`config.mk`:
```
export PLATFORM = sky130hd
export DESIGN_NAME = mem_lsu
export DESIGN_NICKNAME = d
export VERILOG_FILES = /design/src/rtl/mem_lsu_pkg.sv /design/src/rtl/mem_lsu_align.sv /design/src/rtl/mem_lsu.sv
export SDC_FILE = /design/constraint.sdc
export NUM_CORES = 1
export LEC_CHECK = 0
export CAP_MARGIN = 20
export CORE_AREA = 4 4 178 180
export DETAILED_ROUTE_END_ITERATION = 6
export DIE_AREA = 0 0 182 184
export GPL_ROUTABILITY_DRIVEN = 0
export GPL_TIMING_DRIVEN = 0
export PLACE_DENSITY = 0.54
export REMOVE_ABC_BUFFERS = 1
export SETUP_SLACK_MARGIN = 0.02
export SLEW_MARGIN = 5
export SYNTH_ARGS = -nofsm -noshare
export SYNTH_HDL_FRONTEND = slang
export SYNTH_SLANG_ARGS = --single-unit
```
`constraint.sdc`:
```
create_clock -name clk -period 3.23 [get_ports clk]
set_input_delay 0.8075 -clock clk [delete_from_list [all_inputs] [get_ports clk]]
set_output_delay 0.8075 -clock clk [all_outputs]
set_load 0.01 [all_outputs]
```
`src/rtl/mem_lsu_pkg.sv`:
```
// Shared constants for the memory-access stage: bus widths, load/store opcodes,
// big-endian byte-lane select patterns and the bus transaction FSM encoding.
package mem_lsu_pkg;

  localparam int RegBus     = 32;
  localparam int AluOpBus   = 8;
  localparam int RegAddrBus = 5;

  localparam logic [AluOpBus-1:0] EXE_LB_OP  = 8'b1110_0000;
  localparam logic [AluOpBus-1:0] EXE_LH_OP  = 8'b1110_0001;
  localparam logic [AluOpBus-1:0] EXE_LW_OP  = 8'b1110_0011;
  localparam logic [AluOpBus-1:0] EXE_LBU_OP = 8'b1110_0100;
  localparam logic [AluOpBus-1:0] EXE_LHU_OP = 8'b1110_0101;
  localparam logic [AluOpBus-1:0] EXE_SB_OP  = 8'b1110_1000;
  localparam logic [AluOpBus-1:0] EXE_SH_OP  = 8'b1110_1001;
  localparam logic [AluOpBus-1:0] EXE_SW_OP  = 8'b1110_1011;

  // Lane 0 is the most significant byte of the bus word.
  localparam logic [3:0] SEL_B0  = 4'b1000;
  localparam logic [3:0] SEL_B1  = 4'b0100;
  localparam logic [3:0] SEL_B2  = 4'b0010;
  localparam logic [3:0] SEL_B3  = 4'b0001;
  localparam logic [3:0] SEL_HHI = 4'b1100;
  localparam logic [3:0] SEL_HLO = 4'b0011;
  localparam logic [3:0] SEL_W   = 4'b1111;

  typedef enum logic [1:0] {
    S_IDLE = 2'd0,
    S_WAIT = 2'd1,
    S_DONE = 2'd2
  } lsu_state_e;

endpackage

```
`src/rtl/mem_lsu_align.sv`:
```
// Combinational lane logic: opcode decode, misalignment check, byte-lane
// selects, replicated store data and sign/zero-extended load extraction.
module mem_lsu_align
  import mem_lsu_pkg::*;
(
  input  logic [AluOpBus-1:0] aluop_i,
  input  logic [1:0]          addr_lo_i,
  input  logic [RegBus-1:0]   reg2_i,
  input  logic [RegBus-1:0]   rdata_i,
  output logic                is_mem_o,
  output logic                is_store_o,
  output logic                is_load_o,
  output logic                misaligned_o,
  output logic [3:0]          sel_o,
  output logic [RegBus-1:0]   wdata_o,
  output logic [RegBus-1:0]   ldata_o
);

  logic [7:0]  byte_v;
  logic [3:0]  bsel;
  logic [15:0] half_v;
  logic [3:0]  hsel;

  always_comb begin
    byte_v = rdata_i[31:24];
    bsel   = SEL_B0;
    case (addr_lo_i)
      2'd0: begin byte_v = rdata_i[31:24]; bsel = SEL_B0; end
      2'd1: begin byte_v = rdata_i[23:16]; bsel = SEL_B1; end
      2'd2: begin byte_v = rdata_i[15:8];  bsel = SEL_B2; end
      default: begin byte_v = rdata_i[7:0]; bsel = SEL_B3; end
    endcase
    half_v = addr_lo_i[1] ? rdata_i[15:0] : rdata_i[31:16];
    hsel   = addr_lo_i[1] ? SEL_HLO : SEL_HHI;
  end

  always_comb begin
    is_mem_o     = 1'b1;
    is_store_o   = 1'b0;
    misaligned_o = 1'b0;
    sel_o        = 4'b0000;
    wdata_o      = '0;
    ldata_o      = '0;
    case (aluop_i)
      EXE_LB_OP: begin
        sel_o   = bsel;
        ldata_o = {{24{byte_v[7]}}, byte_v};
      end
      EXE_LBU_OP: begin
        sel_o   = bsel;
        ldata_o = {24'b0, byte_v};
      end
      EXE_LH_OP: begin
        sel_o        = hsel;
        misaligned_o = addr_lo_i[0];
        ldata_o      = {{16{half_v[15]}}, half_v};
      end
      EXE_LHU_OP: begin
        sel_o        = hsel;
        misaligned_o = addr_lo_i[0];
        ldata_o      = {16'b0, half_v};
      end
      EXE_LW_OP: begin
        sel_o        = SEL_W;
        misaligned_o = |addr_lo_i;
        ldata_o      = rdata_i;
      end
      EXE_SB_OP: begin
        is_store_o = 1'b1;
        sel_o      = bsel;
        wdata_o    = {4{reg2_i[7:0]}};
      end
      EXE_SH_OP: begin
        is_store_o   = 1'b1;
        sel_o        = hsel;
        misaligned_o = addr_lo_i[0];
        wdata_o      = {2{reg2_i[15:0]}};
      end
      EXE_SW_OP: begin
        is_store_o   = 1'b1;
        sel_o        = SEL_W;
        misaligned_o = |addr_lo_i;
        wdata_o      = reg2_i;
      end
      default: is_mem_o = 1'b0;
    endcase
    is_load_o = is_mem_o & ~is_store_o;
  end

endmodule

```
`src/rtl/mem_lsu.sv`:
```
// Memory-access stage: single-outstanding strobe/ack data-bus transaction that
// stalls the pipeline until the access completes, then presents writeback data.
module mem_lsu
  import mem_lsu_pkg::*;
(
  input  logic                  clk,
  input  logic                  rst,
  input  logic [AluOpBus-1:0]   aluop_i,
  input  logic [RegBus-1:0]     mem_addr_i,
  input  logic [RegBus-1:0]     reg2_i,
  input  logic [RegAddrBus-1:0] wd_i,
  input  logic                  wreg_i,
  input  logic [RegBus-1:0]     wdata_i,
  input  logic [RegBus-1:0]     hi_i,
  input  logic [RegBus-1:0]     lo_i,
  input  logic                  whilo_i,
  input  logic                  cp0_reg_we_i,
  input  logic [4:0]            cp0_reg_write_addr_i,
  input  logic [RegBus-1:0]     cp0_reg_data_i,
  input  logic                  flush,
  input  logic [RegBus-1:0]     dbus_rdata,
  input  logic                  dbus_ack,
  output logic [RegBus-1:0]     dbus_addr,
  output logic [RegBus-1:0]     dbus_wdata,
  output logic [3:0]            dbus_sel,
  output logic                  dbus_we,
  output logic                  dbus_stb,
  output logic                  stallreq,
  output logic                  addr_err_o,
  output logic [RegAddrBus-1:0] wd_o,
  output logic                  wreg_o,
  output logic [RegBus-1:0]     wdata_o,
  output logic [RegBus-1:0]     hi_o,
  output logic [RegBus-1:0]     lo_o,
  output logic                  whilo_o,
  output logic                  cp0_reg_we_o,
  output logic [4:0]            cp0_reg_write_addr_o,
  output logic [RegBus-1:0]     cp0_reg_data_o
);

  lsu_state_e        state_q, state_d;
  logic [RegBus-1:0] rdata_q, rdata_d;

  logic              is_mem, is_store, is_load, misaligned;
  logic [3:0]        sel;
  logic [RegBus-1:0] st_wdata, ld_data;
  logic              req_ok, stb, stall;

  mem_lsu_align u_align (
    .aluop_i      (aluop_i),
    .addr_lo_i    (mem_addr_i[1:0]),
    .reg2_i       (reg2_i),
    .rdata_i      (rdata_q),
    .is_mem_o     (is_mem),
    .is_store_o   (is_store),
    .is_load_o    (is_load),
    .misaligned_o (misaligned),
    .sel_o        (sel),
    .wdata_o      (st_wdata),
    .ldata_o      (ld_data)
  );

  assign req_ok = is_mem & ~misaligned;

  // Flush overrides everything, including an ack in the same cycle.
  always_comb begin
    state_d = state_q;
    rdata_d = rdata_q;
    stb     = 1'b0;
    stall   = 1'b0;
    if (flush) begin
      state_d = S_IDLE;
    end else begin
      case (state_q)
        S_IDLE: begin
          if (req_ok) begin
            stb   = 1'b1;
            stall = 1'b1;
            if (dbus_ack) begin
              rdata_d = dbus_rdata;
              state_d = S_DONE;
            end else begin
              state_d = S_WAIT;
            end
          end
        end
        S_WAIT: begin
          stb   = 1'b1;
          stall = 1'b1;
          if (dbus_ack) begin
            rdata_d = dbus_rdata;
            state_d = S_DONE;
          end
        end
        S_DONE:  state_d = S_IDLE;
        default: state_d = S_IDLE;
      endcase
    end
  end

  always_ff @(posedge clk) begin
    if (rst) begin
      state_q <= S_IDLE;
      rdata_q <= '0;
    end else begin
      state_q <= state_d;
      rdata_q <= rdata_d;
    end
  end

  always_comb begin
    dbus_addr            = '0;
    dbus_wdata           = '0;
    dbus_sel             = 4'b0000;
    dbus_we              = 1'b0;
    dbus_stb             = 1'b0;
    stallreq             = 1'b0;
    addr_err_o           = 1'b0;
    wd_o                 = '0;
    wreg_o               = 1'b0;
    wdata_o              = '0;
    hi_o                 = '0;
    lo_o                 = '0;
    whilo_o              = 1'b0;
    cp0_reg_we_o         = 1'b0;
    cp0_reg_write_addr_o = '0;
    cp0_reg_data_o       = '0;
    if (!rst) begin
      dbus_stb = stb;
      stallreq = stall;
      if (stb) begin
        dbus_addr  = {mem_addr_i[31:2], 2'b00};
        dbus_wdata = st_wdata;
        dbus_sel   = sel;
        dbus_we    = is_store;
      end
      addr_err_o           = is_mem & misaligned;
      wd_o                 = wd_i;
      wreg_o               = wreg_i & ~(is_mem & misaligned) & ~flush;
      wdata_o              = is_load ? ld_data : wdata_i;
      hi_o                 = hi_i;
      lo_o                 = lo_i;
      whilo_o              = whilo_i & ~flush;
      cp0_reg_we_o         = cp0_reg_we_i & ~flush;
      cp0_reg_write_addr_o = cp0_reg_write_addr_i;
      cp0_reg_data_o       = cp0_reg_data_i;
    end
  end

endmodule
```
==> summary.md <==
| Metric | Value |
|---|---|
| Nets | 1,341 |
| Hold Fails Final Rpt | 0 |
| Crit path DAT | around 2.6 ns |
| Status | finished with violations |
| Pre-CTS setup slack | -2.53 ns |
| Sequential area share after synthesis | approximately 16% |
| Core box area | a little over 30,000 um2 |
| Total wire length | 29,600 um |
| Die Area | between 30,000 and 40,000 um2 |
| Netlist cell types | between 40 and 50 |
| RSZ-0062 raised after global routing | true |
| Setup TNS | -1.77 ns |
| Largest family of logic cells by synthesized area | simple AND/OR/NAND/NOR gates |
| Crit Path Max Fanout | 9 |
| Gr ovfl total | 0 |
| EDFF count, synth | 0 |
| Simple-gate share of the synthesized area | 44.1% |
| Tcrit/Tclk final | 104% |
| Tot GR Track Use | between 10% and 20% |
| Worst clock skew | between 0.002 and 0.003 ns |
| Failing checks | setup timing |
| Crit. End Element | output pin |
| Antenna Cells | 0 |
| Average routed wire per standard cell | about 20 um |
| CTS tree | done |
| Avg Inst Size Synth | 7.28 um2 |
| Worst min-delay path class | register to register |
| Post-Syn Area | ~4300 um2 |
| Max cap viols | 0 |
| Crit path required time | approximately 2.4 ns |
| Synth warnings | 0 |
| Antenna violations before repair | 0 |
| CTS buffer count | 5 |
| First-pass GRT wire length | approximately 41,000 um |
| Synth-to-layout area growth | 149% |
| Adder-cell share of the synthesized area | 0% |
| Kind of critical path | primary input to output pin |
| Ports | roughly 460 |
| PwrDens | around 170 nW/um2 |
| First-pass iteration count of the detailed router | 5 |
| Fin. max-slew vios | 0 |
| Longest Clk Path Bufs | 2 |
| Register area | between 600 and 700 um2 |
| Initial core utilization | 14.1% |
| H-tree Lvls | 2 |
| Mux share of post-synthesis cell area | approximately 15% |
| Predominant post-synthesis flop cell | dfxtp_1 |
| Final setup viols | 38 |
| Critical Path Start Type | primary input |
| Async set-reset flop share out of synthesis | 0% |
| DR iter-0 viols | 240 |
| Hold_ws | slightly below 0.5 ns |
| P_leak | around 0.0040 uW |
| Max Freq | about 300 MHz |
| Routed via count | ~6.1k |
| Fillers | between 3k and 4k |
| CTS root buffer | clkbuf_16 |
| Worst slew margin | about 49% |
| Tightest Pin Transition | 0.760 ns |
| Hold bufs inserted after CTS | 0 |
| Crit path time final | 3.35 ns |
| DRT antenna net count | 0 |
| Dpl hpwl | between 20,000 and 25,000 um |
| # DRC | 0 |
| Sink Count | 34 |
| Area of the multi-input gates | roughly 3900 um2 |
| Mapped Cells | around 590 |
| Synth Area in XOR/XNOR | 0% |
| Vias in the first global route | approximately 6.3k |
| Layout cells sized above 1 | 32.8% |
| Die W | approximately 180 um |
| Via/cell ratio | slightly above 4 |
| Yosys reg bits | 34 |
| Clk slew on worst S/H paths | around 0.060 ns |
| Row count | 64 |
| Fin worst setup slack | -0.123 ns |
| Compound-cell area share of the yosys netlist | roughly 18% |
| VDD IR max | approximately 0.16 mV |
| Largest net degree at the start of global routing | around 130 |
| Worst-skew pair later-pin latency | 0.28 ns |
| PortBufs | 459 |
| Die H | about 180 um |
-- metal layers --
metal | track usage (%) | part of all wire (%)
met1 | 21.9 | 44
met2 | 26.7 | 49
met3 | 2.49 | 5.5
met4 | 2.85 | 1.3
met5 | 0 | 0
-- kinds of logic (layout without fill, tap and decap cells) --
| logic type | Yosys count | count (layout) |
|---|---|---|
| flip-flops | 34 | 34 |
| multiplexers | 59 | 59 |
| AND/OR/NAND/NOR | 338 | 339 |
| other | 1 | 2 |
| buffers and inverters | 60 | 561 |
| AO/OA/AOI/OAI | 94 | 98 |
-- final cells by class --
class / count / share of cell area (%)
flip-flops and latches: 34 / 6.41
inverters: 4 / 0.141
repair buffers: 549 / 50.3
well taps: 396 / 4.67
clock inverters: 1 / 0.0472
multi-input cells: 498 / 37.1
clock buffers: 7 / 1.34
-- power breakdown --
part	total, uW	leakage, uW	switching, uW	internal [uW]
Clock	503	0.0000739	197	306
Sequential	423	0.000274	1.95	421
Combinational	872	0.00362	326	545
Total	1800	0.00397	525	1270
-- cell usage after synthesis (4+ instances only) --
cell	number	area, um2
and2_1	34	213
a21oi_1	8	40.0
mux2i_1	33	330
inv_1	4	15.0
nand3_1	4	20.0
a22oi_1	13	97.6
dfxtp_1	34	681
buf_2	11	55.1
mux2_2	23	259
a21oi_2	11	96.3
o22ai_1	5	31.3
buf_6	6	67.6
a211oi_1	29	218
and3_1	10	62.6
clkbuf_1	36	135
a211o_1	4	35.0
o21ai_0	5	25.0
nand2_1	47	176
nand2b_1	67	419
nor3_1	4	20.0
nor2_1	49	184
nor2b_1	114	713
-- placed cells by master (no fill, tap or decap), types with 3 or more instances in the layout --
| cell | count |
|---|---|
| a211o_1 | 4 |
| a211oi_2 | 27 |
| a211oi_4 | 4 |
| a21oi_1 | 3 |
| a21oi_2 | 13 |
| a21oi_4 | 3 |
| a22oi_1 | 11 |
| a311oi_2 | 3 |
| and2_1 | 16 |
| and2_4 | 18 |
| and3_1 | 7 |
| buf_12 | 11 |
| buf_16 | 4 |
| buf_2 | 65 |
| buf_4 | 49 |
| buf_6 | 55 |
| buf_8 | 4 |
| clkbuf_16 | 8 |
| clkbuf_2 | 5 |
| clkdlybuf4s15_1 | 5 |
| clkdlybuf4s50_1 | 344 |
| dfxtp_1 | 34 |
| inv_1 | 4 |
| mux2_2 | 23 |
| mux2i_1 | 33 |
| mux4_2 | 3 |
| nand2_1 | 47 |
| nand2b_1 | 65 |
| nand3_1 | 4 |
| nor2_1 | 20 |
| nor2_2 | 18 |
| nor2_4 | 11 |
| nor2b_1 | 112 |
| nor3_4 | 5 |
| o21ai_0 | 5 |
| o22ai_1 | 4 |
-- what timing repair did --
item	in CTS	in global routing
resized for setup	554	120
pin swaps	54	28
setup buffers	74	13
endpoints found under the setup margin	138	116
gates cloned	11	3
-- sequential cells by signal (all words and copies together) (netlist names) --
name     cells
rdata_q     32
state_q      2
-- through the flow --
step	std cells	utilization (%)	total power [uW]	instance area [um2]
4_1_cts	1487	34.3	1800	10300
3_5_place_dp	1398	30.7	1220	9270
2_1_floorplan	531	-	629	3990
6_report	1489	35.2	1800	10600
5_1_grt	1489	35.2	1890	10600
3_3_place_gp	1386	30.1	1230	9080
-- critical path, stage by stage --
cell,delay (ns)
buf_6,0.14
buf_16,0.15
a21oi_4,0.16
o2bb2ai_4,0.11
buf_4,0.15
a2111o_2,0.48
buf_4,0.17
buf_6,0.11
a21oi_2,0.10
buf_2,0.15
-- final timing paths --
path                        end          start  slack (ns)  cells after the start
setup / recovery  dbus_wdata[8]  mem_addr_i[1]       -0.12                     10
setup reg to reg     rdata_q[2]     state_q[0]        0.77                      8
hold reg to reg      rdata_q[8]     rdata_q[8]        0.49                      2
hold / removal       rdata_q[8]     rdata_q[8]        0.49                      2
(Power assumes the default switching activity.)
